## src/rtl/ata_pio_sched.sv

```systemverilog
// ata_pio_sched
// ----------------------------------------------------------------------------
// Round-robin scheduler and PIO timing sequencer that shares one ATA PIO port
// between two requesters (port 0: host path, port 1: command-queue engine).
// Each granted access walks through address setup (T1), strobe (T2 plus
// optional IORDY extension) and end-of-cycle (T4 write hold / Teoc).
//
// Ports
//   CLK_I, RST_I            clock, asynchronous active-high reset
//   en                      enable new grants (transfer in flight always ends)
//   iordy_en                honour IORDY at the end of T2
//   t1, t2, t4, teoc        phase lengths in clocks minus one
//   req0/1, we0/1           request (held until ack) and write flag per port
//   adr0/1                  [3] selects CS1n (1) or CS0n (0), [2:0] = DA
//   dat0/1                  write data per port
//   ack0/1                  one-cycle completion pulse per port
//   q                       last read data
//   busy                    high whenever the sequencer is not idle
//   DDi/DDo/DDoe            ATA data bus in / out / output enable
//   DA, CS0n, CS1n          ATA address and chip selects
//   DIORn, DIOWn            ATA read / write strobes
//   IORDY                   asynchronous device ready
//   dbg_state_o             current sequencer state (debug)
//
// Handshake: a requester raises reqN with weN/adrN/datN stable and holds it
// until ackN pulses; the operands are sampled once, in the grant cycle, so the
// requester may change them afterwards. ackN is high for exactly the last
// cycle of the transfer; dropping reqN early does not cancel the transfer.
// ----------------------------------------------------------------------------
module ata_pio_sched #(
  parameter int TWIDTH = 8
) (
  input  logic              CLK_I,
  input  logic              RST_I,
  input  logic              en,
  input  logic              iordy_en,
  input  logic [TWIDTH-1:0] t1,
  input  logic [TWIDTH-1:0] t2,
  input  logic [TWIDTH-1:0] t4,
  input  logic [TWIDTH-1:0] teoc,
  input  logic              req0,
  input  logic              req1,
  input  logic              we0,
  input  logic              we1,
  input  logic [3:0]        adr0,
  input  logic [3:0]        adr1,
  input  logic [15:0]       dat0,
  input  logic [15:0]       dat1,
  output logic              ack0,
  output logic              ack1,
  output logic [15:0]       q,
  output logic              busy,
  input  logic [15:0]       DDi,
  output logic [15:0]       DDo,
  output logic              DDoe,
  output logic [2:0]        DA,
  output logic              CS0n,
  output logic              CS1n,
  output logic              DIORn,
  output logic              DIOWn,
  input  logic              IORDY,
  output logic [1:0]        dbg_state_o
);

  typedef enum logic [1:0] {
    S_IDLE   = 2'd0,
    S_SETUP  = 2'd1,
    S_STROBE = 2'd2,
    S_END    = 2'd3
  } state_t;

  state_t            state_q, state_d;
  logic              last_q, last_d;     // port served most recently
  logic              gnt_q, gnt_d;       // port owning the transfer in flight
  logic              we_q, we_d;
  logic [3:0]        adr_q, adr_d;
  logic [15:0]       dat_q, dat_d;
  logic [TWIDTH-1:0] t2_q, t2_d;
  logic [TWIDTH-1:0] t4_q, t4_d;
  logic [TWIDTH-1:0] teoc_q, teoc_d;
  logic [TWIDTH-1:0] cnt_q, cnt_d;       // phase counter
  logic [TWIDTH-1:0] hcnt_q, hcnt_d;     // write-hold counter inside END
  logic              hold_q, hold_d;     // write data still driven in END
  logic [15:0]       q_q, q_d;
  logic              iordy_s1_q;
  logic              iordy_s_q;

  logic              pick;               // port that would win arbitration now
  logic              cnt_zero;

  // With both requests pending the port not served last wins; otherwise the
  // single active requester wins.
  assign pick     = (req0 && req1) ? ~last_q : req1;
  assign cnt_zero = (cnt_q == '0);

  // IORDY is asynchronous to CLK_I.
  always_ff @(posedge CLK_I or posedge RST_I) begin
    if (RST_I) begin
      iordy_s1_q <= 1'b0;
      iordy_s_q  <= 1'b0;
    end else begin
      iordy_s1_q <= IORDY;
      iordy_s_q  <= iordy_s1_q;
    end
  end

  always_ff @(posedge CLK_I or posedge RST_I) begin
    if (RST_I) begin
      state_q <= S_IDLE;
      last_q  <= 1'b1;
      gnt_q   <= 1'b0;
      we_q    <= 1'b0;
      adr_q   <= '0;
      dat_q   <= '0;
      t2_q    <= '0;
      t4_q    <= '0;
      teoc_q  <= '0;
      cnt_q   <= '0;
      hcnt_q  <= '0;
      hold_q  <= 1'b0;
      q_q     <= '0;
    end else begin
      state_q <= state_d;
      last_q  <= last_d;
      gnt_q   <= gnt_d;
      we_q    <= we_d;
      adr_q   <= adr_d;
      dat_q   <= dat_d;
      t2_q    <= t2_d;
      t4_q    <= t4_d;
      teoc_q  <= teoc_d;
      cnt_q   <= cnt_d;
      hcnt_q  <= hcnt_d;
      hold_q  <= hold_d;
      q_q     <= q_d;
    end
  end

  always_comb begin
    state_d = state_q;
    last_d  = last_q;
    gnt_d   = gnt_q;
    we_d    = we_q;
    adr_d   = adr_q;
    dat_d   = dat_q;
    t2_d    = t2_q;
    t4_d    = t4_q;
    teoc_d  = teoc_q;
    cnt_d   = cnt_q;
    hcnt_d  = hcnt_q;
    hold_d  = hold_q;
    q_d     = q_q;

    unique case (state_q)
      S_IDLE: begin
        if (en && (req0 || req1)) begin
          gnt_d   = pick;
          last_d  = pick;
          we_d    = pick ? we1  : we0;
          adr_d   = pick ? adr1 : adr0;
          dat_d   = pick ? dat1 : dat0;
          t2_d    = t2;
          t4_d    = t4;
          teoc_d  = teoc;
          cnt_d   = t1;
          hold_d  = 1'b0;
          state_d = S_SETUP;
        end
      end

      S_SETUP: begin
        if (cnt_zero) begin
          cnt_d   = t2_q;
          state_d = S_STROBE;
        end else begin
          cnt_d = cnt_q - TWIDTH'(1);
        end
      end

      S_STROBE: begin
        if (!cnt_zero) begin
          cnt_d = cnt_q - TWIDTH'(1);
        end else if (!(iordy_en && !iordy_s_q)) begin
          // Leaving STROBE is the strobe's rising edge: latch read data here.
          cnt_d   = (t4_q > teoc_q) ? t4_q : teoc_q;
          hcnt_d  = t4_q;
          hold_d  = 1'b1;
          state_d = S_END;
          if (!we_q) q_d = DDi;
        end
      end

      S_END: begin
        if (hcnt_q == '0) hold_d = 1'b0;
        else              hcnt_d = hcnt_q - TWIDTH'(1);
        if (cnt_zero) state_d = S_IDLE;
        else          cnt_d   = cnt_q - TWIDTH'(1);
      end

      default: state_d = S_IDLE;
    endcase
  end

  // Pin decode works only from registered state, so every pin follows reset
  // immediately and CS/DA stay put across the whole transfer.
  always_comb begin
    busy  = (state_q != S_IDLE);
    CS0n  = !(busy && !adr_q[3]);
    CS1n  = !(busy &&  adr_q[3]);
    DA    = adr_q[2:0];
    DIORn = !((state_q == S_STROBE) && !we_q);
    DIOWn = !((state_q == S_STROBE) &&  we_q);
    DDo   = dat_q;
    DDoe  = we_q && ((state_q == S_SETUP) || (state_q == S_STROBE) ||
                     ((state_q == S_END) && hold_q));
    ack0  = (state_q == S_END) && cnt_zero && !gnt_q;
    ack1  = (state_q == S_END) && cnt_zero &&  gnt_q;
    q     = q_q;
    dbg_state_o = state_q;
  end

endmodule
```

## config.mk

```make
export PLATFORM = sky130hd
export DESIGN_NAME = ata_pio_sched
export DESIGN_NICKNAME = d
export VERILOG_FILES = /design/src/rtl/ata_pio_sched.sv
export SDC_FILE = /design/constraint.sdc
export NUM_CORES = 1
export LEC_CHECK = 0
export CAP_MARGIN = 20
export CORE_MARGIN = 3
export CORE_UTILIZATION = 40
export CTS_CLUSTER_DIAMETER = 50
export DETAILED_ROUTE_END_ITERATION = 8
export PLACE_DENSITY = 0.78
export REMOVE_ABC_BUFFERS = 1
export SETUP_SLACK_MARGIN = 0.1
export SYNTH_ARGS = -nofsm -noshare
export SYNTH_HDL_FRONTEND = slang
export SYNTH_SLANG_ARGS = --single-unit
```

## constraint.sdc

```tcl
create_clock -name CLK_I -period 4.1 [get_ports CLK_I]
set_input_delay 1.23 -clock CLK_I [delete_from_list [all_inputs] [get_ports CLK_I]]
set_output_delay 1.23 -clock CLK_I [all_outputs]
set_load 0.02 [all_outputs]
```

## After elaboration in Yosys (flattened, before gate mapping)

Cells that the tools add are included.

| storage, ports and cells | value |
|---|---|
| register bits | 84 |

| cells by class | value |
|---|---|
| eq/ne operators | 12 |
| reductions and logical operators | 35 |
| add/subtract/negate cells | 2 |
| order comparisons | 1 |
| muxes and demuxes | 26 |
| bitwise gates (word level) | 3 |

Operator list:

| cell | number |
|---|---|
| two-way mux 8 bit | 9 |
| case mux 8 bit (4 select lines) | 1 |
| zero test 8 bit | 2 |
| two-way mux 16 bit | 1 |
| inequality test 2 bit, second input constant | 8 |
| case mux 8 bit (2 select lines) | 1 |
| subtractor 8 x 1 -> 8 bit, second input constant | 2 |
| logical AND 1 bit | 12 |
| two-way mux 2 bit | 5 |
| AND reduction 5 bit | 2 |
| greater-than comparator 8 bit | 1 |
| zero test 1 bit | 8 |
| case mux 2 bit (4 select lines) | 1 |
| AND reduction 4 bit | 2 |
| two-way mux 1 bit | 6 |
| == test 2 bit, second input constant | 2 |
| two-way mux 4 bit | 1 |
| nonzero test 2 bit | 2 |
| logical OR 1 bit | 3 |
| inequality test 3 bit, second input constant | 1 |
| NOT 1 bit | 3 |
| case mux 1 bit (3 select lines) | 1 |
| AND reduction 3 bit | 1 |
| nonzero test 3 bit | 1 |
| other kinds (3) | 3 |

## Logic depth before layout (Yosys ltp)

| depth | value |
|---|---|
| depth after elaboration | 5 |
| depth in mapped cells | 10 |
| gate-level depth less buffers | 8 |

## Least setup slack after synthesis

Ideal clock, no wire load.

| path | value |
|---|---|
| path kind | flip-flop to output port |
| start | register state_q[0], in the netlist dbg_state_o[0] |
| end | output port DDoe |
| path slack | 1.170 ns |
| required time | 2.870 ns |
| cell stages (with the launch flop) | 6 |
| arrival | 1.700 ns |
| cells stage by stage | dfrtp_1 > ha_1 > clkbuf_1 > buf_1 > a21oi_1 > nor2b_1 |

| on the way | value |
|---|---|
| cells in the longest elaborated chain, start to end | 4 |
| elaborated cells on any way between the ends | 7 |
| classes of those cells | eq/ne: 3; reduce/logical: 4 |

Ends and longest elaborated chain:

| what | line | source |
|---|---|---|
| start, declared | 72 | `state_t state_q, state_d;` |
| start signal, assigned | 123 | `state_q <= state_d;` |
| == test 2 x 1 -> 1 bit, or another cell as far along | 214 | `DDoe = we_q && ((state_q == S_SETUP) \|\| (state_q == S_STROBE) \|\|` |
| logical OR 1 bit / logical AND 1 bit (equally long branches) | 214, 215 |  |
| logical OR 1 bit (*) | 214 |  |
| logical AND 1 bit (*) | 214 |  |
| end, declared | 55 | `output logic DDoe,` |

Mark *: on every way between the ends. The rest lies on a longest branch, timed or not.

## Worst setup path in the final report

| path | value |
|---|---|
| start | register cnt_q[2] |
| end | output port ack0 |

| on the way | value |
|---|---|
| cells in the longest elaborated chain, start to end | 3 |

Ends and longest elaborated chain:

| what | line | source |
|---|---|---|
| start, declared | 81 | `logic [TWIDTH-1:0] cnt_q, cnt_d;` |
| start signal, assigned | 132 | `cnt_q <= cnt_d;` |
| zero test 8 bit | 94 | `assign cnt_zero = (cnt_q == '0);` |
| logical AND 1 bit (2 in a row) | 216 | `ack0 = (state_q == S_END) && cnt_zero && !gnt_q;` |
| end, declared | 49 | `output logic ack0,` |

No other way between the ends.

==> metrics <==
largest net degree at the start of global routing 54; Initial Utilization a little over two fifths; vias per inst 5.47; Post-Syn Area per Cell 10.1 um^2; WHS Endpoint iordy_s_q; Routed Antenna Nets 0; leading post-synthesis cells by cell area dfrtp_1 45%, mux2_2 7.8%, mux2i_1 5.0%; Setup crit end kind output pin; port bufs about 140; Post-CTS Setup Repair Bufs 0; ANT cells 0; Final Util 58.0%; WL final 12,800 um; fmax 269 MHz; reg2reg setup slack 1120 ps; Area Growth Syn to Fin 39.0%; CP required roughly 2900 ps; Die Area 0.0129 mm^2; Setup CP Type register to output pin; Reg2Reg Depth 5; share of cells above drive strength 1 12.7%; post-synth top area share 44.9%; cts hold-fix bufs 0; asr flop ratio synth 100%; Synth area leader dfrtp_1; clock group share of total power between 10% and 20%; clock tree buffer depth 2; Comb power frac 53.8%; Placer Congestion 0.891; wire per inst 17.5 um; Cell variety after synth 60; CP Data Arrival Time ~2500 ps; final hold vios 0; setup TNS 0 ps; DR pass1 iterations 9; status finished clean; switch share 42.4%; Worst Setup Start Kind register; Worst-path clk slew 70 ps; PostCTS Resize Cnt 0; nets@finish 698; worst slew pin tran 936 ps; core region area 0.0111 mm^2; register bit total from synthesis 84; Syn Inst Count between 400 and 500; DR vias approximately 4,000; H-Tree Depth 3; crit path max fanout 12; fin crit share between 90% and 100%; total CTS buffers 9; CTS tree done; maxcap violations 0; cell area after layout 0.00642 mm^2; register area share after synthesis ~46%; P_leak 2.78 nW; count of final setup violators 0; # IOs 142; iteration-0 DRC count of the detailed router 246; cell with the most instances after synthesis dfrtp_1; Pwr Total just over 5 mW; hold_sp iordy_s1_q; Post-synth EDFFs 0; worst skew pair latency between 300 and 400 ps; clock root buffer clkbuf_16; synth warn 0; Placed Area 0.00615 mm^2; top_reg_cell synth dfrtp_1; Reg-to-Reg End q[5]; area of the mapped netlist 0.00462 mm^2; worst vdd ir 349 uV; GRT overflow 0; power density over the cells ~790 mW/mm^2; DIE HEIGHT roughly 110 um; initial antenna violation count 0; Final min period 3720 ps; DRC viols 0; gr usage total 20.1%; RR Startpoint dbg_state_o[0]; dpl hpwl 9540 um; CTS Sinks 84; Net Switching 2.14 mW; die width around 110 um; Tightest Hold Check Type register to register; Internal 2.90 mW; vias in the first global route between 4,000 and 5,000; fin. max-slew vios 0; Clock Skews a little under 10 ps; Seq pwr share about 31%; first-pass GRT wire length 20,500 um; RSZ-0062 raised after global routing no; hold_ws 357 ps; Worst slew margin a little under two fifths; Hold Path Cell Cnt 0; Cell Rows 38; top post-synthesis cells by count 83 x dfrtp_1, 44 x nand2_1, 40 x o21ai_0, 32 x mux2_2, 30 x a21oi_1
[worst max-delay path by stage]
stage / to / slack (ps) / from / depth (start not counted)
floorplan: DDo[0] / 710 / RST_I / 1
CTS: ack0 / 400 / cnt_q[2] / 4
global placement: ack0 / 860 / cnt_q[2] / 4
global route: ack0 / 280 / cnt_q[2] / 4
finish: ack0 / 380 / cnt_q[2] / 4
detailed placement: ack0 / 790 / cnt_q[2] / 4
[registers in the layout, indices dropped and copies added, names as in the netlist, 2 cells and up]
signal and flops:
DDo 16, adr_q 4, cnt_q 8, dbg_state_o 2, hcnt_q 8, q 16, t2_q 8, t4_q 8
teoc_q 8
[through the flow]
stage          setup slack, ps  cells
4_1_cts                    401    731
3_3_place_gp               858    715
5_1_grt                    280    731
3_5_place_dp               789    715
2_1_floorplan              707    427
6_report                   384    731
[layout by cell type (no fill, tap or decap), drive strengths merged, types with 3 or more instances in the layout]
master         instances
a31oi                 10
a22oi                  3
xnor2                  3
nand2b                 3
inv                   24
ha                    15
nor2                  25
mux2                  42
o22ai                  3
clkbuf                10
dfrtp                 83
a211oi                 3
nor4                   6
clkinv                 4
and3                   4
buf                    7
o22a                   8
nand2                 44
mux2i                 23
or2                    4
or3                    3
nor2b                  3
a21oi                 30
o21ai                 41
nor3                  10
clkdlybuf4s50        141
nand3                  3
[power groups by stage]
stage | sequential [mW] | combinational, mW | clock [mW]
2_1_floorplan | 1.68 | 1.55 | 0
3_3_place_gp | 1.55 | 2.64 | 0
4_1_cts | 1.56 | 2.72 | 0.781
3_5_place_dp | 1.57 | 2.70 | 0
5_1_grt | 1.61 | 2.99 | 0.817
6_report | 1.56 | 2.72 | 0.769
[cell type report]
cell class	instances	area (um^2)
Sequential cell	84	2100
Clock inverter	6	47.5
Tap cell	140	175
Clock buffer	10	229
Timing Repair Buffer	148	1490
Multi-Input combinational cell	321	2300
Inverter	22	83.8
Fill cell	947	4650
[routing by layer]
metal,track usage (%),wire length (um),part of all wire [%],vias up
li1,-,-,-,1897
met1,25.6,5290,41,1936
met3,6.31,1080,8.5,13
met5,0,0,0,-
met4,5.53,150,1.2,0
met2,33.0,6240,49,156
[logic make-up (layout without fill, tap and decap cells)]
group | count (synthesis) | after routing | synth area share (%)
DFF | 84 | 84 | 45.5
and+or+nand+nor | 115 | 115 | 12.2
AOI/OAI and AO/OA | 121 | 121 | 16.2
adders and majority gates | 15 | 15 | 4.06
xor gates and xnor gates | 5 | 5 | 0.948
buffers and inverters | 52 | 186 | 5.04
muxes | 65 | 65 | 16.0
[critical path, cell delays in order, from the launching register on]
cell and delay [ps]:
dfrtp_1 480, nor4_4 420, nand3_2 320, nor3_1 250
clkdlybuf4s50_1 670
Power figures use the tool's default switching activity.
